## src/rtl/mux_2x1_arbiter.sv

```systemverilog
// rtl/mux_2x1_arbiter.sv - round-robin arbiter/sequencer driving a 2:1 sequential mux
// Optional burst lock enabled by defining ARB_BURST_LOCK_EN.
module mux_2x1_arbiter #(
    parameter int MAX_HOLD  = 16,
    parameter int CNT_WIDTH = 5
) (
    input  logic       clk,
    input  logic       rst,
    input  logic [1:0] i_req,
    input  logic [1:0] i_last,
    input  logic       i_out_ready,
    output logic [1:0] o_grant,
    output logic       o_en,
    output logic       o_cmd
);

    typedef enum logic [1:0] {
        IDLE   = 2'd0,
        GNT_LO = 2'd1,
        GNT_HI = 2'd2
    } state_t;

    state_t state;
    state_t state_nxt;
    state_t rr_nxt;
    logic   last_served;
    logic   cur;
    logic   own_req;
    logic   other_req;
    logic   xfer;

    function automatic state_t gnt_of(input logic branch);
        return branch ? GNT_HI : GNT_LO;
    endfunction

    always_comb begin
        cur       = (state == GNT_HI);
        own_req   = i_req[cur];
        other_req = i_req[!cur];
        xfer      = (state != IDLE) && own_req && i_out_ready;
    end

    // Plain per-transfer round robin; burst lock only overrides it.
    always_comb begin
        rr_nxt = state;
        case (state)
            IDLE: begin
                if (i_req == 2'b11)
                    rr_nxt = gnt_of(!last_served);
                else if (i_req[0])
                    rr_nxt = GNT_LO;
                else if (i_req[1])
                    rr_nxt = GNT_HI;
                else
                    rr_nxt = IDLE;
            end
            GNT_LO, GNT_HI: begin
                if (xfer)
                    rr_nxt = other_req ? gnt_of(!cur) : state;
                else if (!own_req)
                    rr_nxt = other_req ? gnt_of(!cur) : IDLE;
                else
                    rr_nxt = state;
            end
            default: rr_nxt = IDLE;
        endcase
    end

`ifdef ARB_BURST_LOCK_EN
    localparam logic [CNT_WIDTH:0] MAX_HOLD_C = (CNT_WIDTH + 1)'(MAX_HOLD);

    logic [CNT_WIDTH-1:0] hold_cnt;
    logic [CNT_WIDTH-1:0] hold_cnt_nxt;
    logic [CNT_WIDTH:0]   hold_sum;
    logic                 locked;
    logic                 locked_after;
    logic                 locked_nxt;
    logic                 force_switch;

    // A burst is open between its first transfer and the transfer carrying i_last.
    always_comb begin
        hold_sum     = {1'b0, hold_cnt} + {{CNT_WIDTH{1'b0}}, xfer};
        locked_after = xfer ? !i_last[cur] : locked;
        force_switch = (hold_sum >= MAX_HOLD_C) && other_req;
        state_nxt    = rr_nxt;
        if (state != IDLE && locked_after && !force_switch)
            state_nxt = state;
        locked_nxt   = locked_after;
        hold_cnt_nxt = hold_cnt;
        if (state_nxt != state) begin
            locked_nxt   = 1'b0;
            hold_cnt_nxt = '0;
        end else if (hold_sum <= MAX_HOLD_C) begin
            hold_cnt_nxt = hold_sum[CNT_WIDTH-1:0];
        end
    end

    always_ff @(posedge clk or negedge rst) begin
        if (!rst) begin
            hold_cnt <= '0;
            locked   <= 1'b0;
        end else begin
            hold_cnt <= hold_cnt_nxt;
            locked   <= locked_nxt;
        end
    end
`else
    logic unused_last;

    assign unused_last = ^i_last;

    always_comb begin
        state_nxt = rr_nxt;
    end
`endif

    always_ff @(posedge clk or negedge rst) begin
        if (!rst) begin
            state       <= IDLE;
            last_served <= 1'b1;
        end else begin
            state <= state_nxt;
            if (xfer)
                last_served <= cur;
        end
    end

    always_comb begin
        o_en       = (state != IDLE);
        o_cmd      = (state == GNT_HI);
        o_grant[0] = (state == GNT_LO) && i_out_ready;
        o_grant[1] = (state == GNT_HI) && i_out_ready;
    end

endmodule

```

## config.mk

```make
export PLATFORM = sky130hd
export DESIGN_NAME = mux_2x1_arbiter
export DESIGN_NICKNAME = d
export VERILOG_FILES = /design/src/rtl/mux_2x1_arbiter.sv
export SDC_FILE = /design/constraint.sdc
export NUM_CORES = 1
export LEC_CHECK = 0
export CORE_AREA = 3 3 40 42
export DETAILED_ROUTE_END_ITERATION = 6
export DIE_AREA = 0 0 43 45
export GPL_TIMING_DRIVEN = 0
export HOLD_SLACK_MARGIN = 0.12
export PLACE_DENSITY = 0.51
export RECOVER_POWER = 25
export REMOVE_ABC_BUFFERS = 1
export SYNTH_ARGS = -nofsm -noshare
export SYNTH_HDL_FRONTEND = slang
export SYNTH_SLANG_ARGS = --single-unit
```

## constraint.sdc

```tcl
create_clock -name clk -period 3.6 [get_ports clk]
set_input_delay 0.9 -clock clk [delete_from_list [all_inputs] [get_ports clk]]
set_output_delay 0.9 -clock clk [all_outputs]
set_load 0.02 [all_outputs]
```

# Word level (Yosys, flattened, before mapping)
# Cells that the tools add are included.
# classes
n_lt_le_gt_ge,2
n_eq_ne,5
muxes,14
reduce_logical,9
# ops
op,n
two-way mux 2 bit,9
!= test 3 bit (second input constant),2
== test 2 bit (second input constant),2
logical AND 1 bit,4
less-than comparator 1 x 2 -> 1 bit (second input constant),2
two-way mux 1 bit,4
case mux 2 bit (2 select lines),1
== test 2 x 1 -> 1 bit (second input constant),1
logical NOT 2 bit,1
AND reduction 2 bit,1
nonzero test 2 bit,1
OR reduction 2 bit,1
logical NOT 1 bit,1
# word_totals
reg_bits,3
inputBits,7
out_inout_bits,4
elab_cells,32

# Depth between registers and ports, before layout
# logic_depth
depth_word,8
depth_mapped,6
mapped_depth_nobuf,6

# Worst setup path before layout
# Ideal clock, no wire load.
# synth_path
path_kind,input-to-output
startpoint,input i_out_ready
endpoint,output o_grant[0]
arrival_time_ns,1.116
required_ns,2.700
path_slack_ns,1.584
path_stages,1
n_path_buf,0
cell_sequence,and2_1
# synth_via
elab_chain_cells,1
# synth_lines
item,line_no,source
from (decl),11,"input logic i_out_ready,"
logical AND 1 bit,131,o_grant[0] = (state == GNT_LO) && i_out_ready;
to (decl),12,"output logic [1:0] o_grant,"
# Every way passes these cells.

# Final worst setup path
# layout_path
startpoint,input i_out_ready
endpoint,output o_grant[1]
# layout_via
elab_chain_cells,1
# layout_lines
item,line_no,source
logical AND 1 bit,132,o_grant[1] = (state == GNT_HI) && i_out_ready;
# Every way passes these cells.

==> reports/results.ini <==
[detailed_routing]
drt_first_pass_iters = 4
num_vias = 277
drtIter0Drc = 1
wl_per_cell_um = 10.5
route.detailed.drc = 0
postRouteAntennaNets = 0
routed_via_density = 4.62
wl_um = 628

[clock_tree]
cts.sinks = 3
clockBufferDepth = 2
post-cts-setup-buffers = 0
cts_tree = built
clk_latency_ns = 0.23
clkTransAtPathRegs_ns = 0.03
numCtsBuffers = 3
holdBufCountCts = 0
cts_root_buf = clkbuf_4
cts_resized = 0
h-tree-depth = 1

[critical_path]
worstSetupStartpointType = primary input
worstPathArrival_ns = 2.12
rrSetupSlack_ns = 1.88
required_ns = 2.70
endpoint_kind = output pin
crit_type = primary input to output pin
r2r-start = state[0]$_DFFE_PN0P_
worstReg2RegEnd = state[0]$_DFFE_PN0P_
cp_max_fo = 3
r2r_cells = 5

[final_layout]
multi_input_area_sq_um = 226
final-seq-area_sq_um = 76.3
n_fill_cell = 137
drive_above_1_share = 0.200
fin_util = 0.345
fin_nets = 58
syn_to_final_growth_pct = 39.4
antenna_cells = 0

[logic_synthesis]
synth_area_leaders = ha_1 20%, dfrtp_1 16%, dfstp_2 8.3%
yosys.area.top_type = ha_1
synth_most_common_cell = ha_1
netlist.area_leader.share = 0.197
syn_area_per_cell_sq_um = 9.63
synthTopCellsByCount = 5 x ha_1, 4 x inv_1, 3 x and2_1
synth_cells = 33
synth_warnings = 0
ys_seq_elements = 3
async_reset_ff_frac = 1.00
synth_edf_count = 0
synth_ff_type = dfrtp_1
ys_seq_area_frac = 0.240
yosysUniqueCellTypes = 18
synth_area_sq_um = 318

[sta]
slew_headroom = 0.849
hold_viol = 0
post-route-min-period_ns = 3.02
finClkSkew_ns = 0.0000232
timing.final.crit_share = 0.839
rsz0062_at_grt = no
drv_slew = 0
worst_pin_slew_ns = 0.226
finalSetupViolations = 0
finalSetupTns_ns = 0
fmax_mhz = 331

[floorplan]
start_util = 0.247
dieArea_sq_mm = 0.00194
die_h_um = 45
die_w_um = 43
ioPinCount = 11
core_area_sq_mm = 0.00128
placementRows = 13

[global_routing]
antenna_found_initial = 0
grt_usage = 0.0758
grt_pass1_vias = 284
grt_pass1_wl_um = 1120
grt.overflow.total = 0
grt_start_max_net_pins = 7

[placement]
routabilityCongestion = 0.829
portBuffers = 8
dp_hpwl_um = 528

[pwr]
p_leak_nw = 0.192
powerDensity_mw_per_mm2 = 756
vdd_drop_max_v = 0.000317

[hold_path]
worstHoldStart = state[0]$_DFFE_PN0P_
holdPathStages = 1
hold_path.class = register to register
hold_path_end = state[0]$_DFFE_PN0P_

[outcome]
status = finished clean

[job]
cap_violations = 0

[how the worst max path moves through the flow]
stage                start         end  slack [ns]  depth (start not counted)
2_1_floorplan  i_out_ready  o_grant[0]        1.58                          1
3_3_place_gp   i_out_ready  o_grant[1]        0.58                          3
3_5_place_dp   i_out_ready  o_grant[1]        0.57                          3
4_1_cts        i_out_ready  o_grant[1]        0.56                          3
5_1_grt        i_out_ready  o_grant[1]        0.53                          3
6_report       i_out_ready  o_grant[1]        0.58                          3
[metal layers]
metal,routed length [um],global-route usage,vias to the layer above
li1,-,-,139
met1,258,0.0797,135
met2,350,0.135,3
met3,20,0.0159,0
met4,0,0.0542,0
met5,0,0,-
[critical path: stages]
cell	delay (ns)
clkdlybuf4s50_1	0.49
and2_1	0.13
clkdlybuf4s50_1	0.59
[cell usage in the layout, fill, tap and decap left out]
cell type / synthesis / routed
dlygate4sd3_1: 0 / 1
o21ai_0: 2 / 2
mux2_1: 2 / 2
a21oi_1: 2 / 2
clkbuf_1: 0 / 1
mux2_2: 1 / 1
and3_2: 1 / 1
clkbuf_4: 0 / 3
a32oi_1: 2 / 2
inv_1: 4 / 4
dfrtp_1: 2 / 2
nand2_1: 1 / 1
ha_1: 5 / 5
and2_1: 3 / 3
clkdlybuf4s50_1: 0 / 7
nor2b_4: 1 / 1
dfstp_2: 1 / 1
nand2b_1: 1 / 1
nor3_1: 2 / 2
a32oi_2: 1 / 1
o21ai_2: 1 / 1
and2b_1: 1 / 1
[per-stage QoR]
step	hold WS, ns	setup slack, ns	area, sq um	total power [W]	cells
final	0.556	0.580	443	0.000335	60
after floorplan	0.516	1.58	318	0.000214	33
after global routing	0.591	0.535	443	0.000367	60
after global placement	0.543	0.583	417	0.000276	56
after detailed placement	0.560	0.570	417	0.000281	56
after CTS	0.569	0.565	443	0.000341	60
[sequential cells by signal, indices dropped and copies added (netlist names)]
register     count
last_served      1
state            2
[power breakdown]
group	switching (W)	internal (W)
Sequential	0.0000138	0.0000532
Combinational	0.000111	0.000100
Clock	0.0000155	0.0000414
Total	0.000140	0.000195
[kinds of logic after synthesis]
logic type / share of synthesized area
compound gates: 0.197
mux: 0.106
flops: 0.240
simple gates: 0.213
fa+ha+maj: 0.197
buf+inv: 0.0472
[area by class of cell]
cell class / instances / area share
clock buffers: 4 / 0.0593
repair buffers: 8 / 0.181
well taps: 15 / 0.0424
multi-input cells: 26 / 0.511
inverters: 4 / 0.0339
flip-flops and latches: 3 / 0.172
Note: power is estimated with default switching activity, not from simulation.
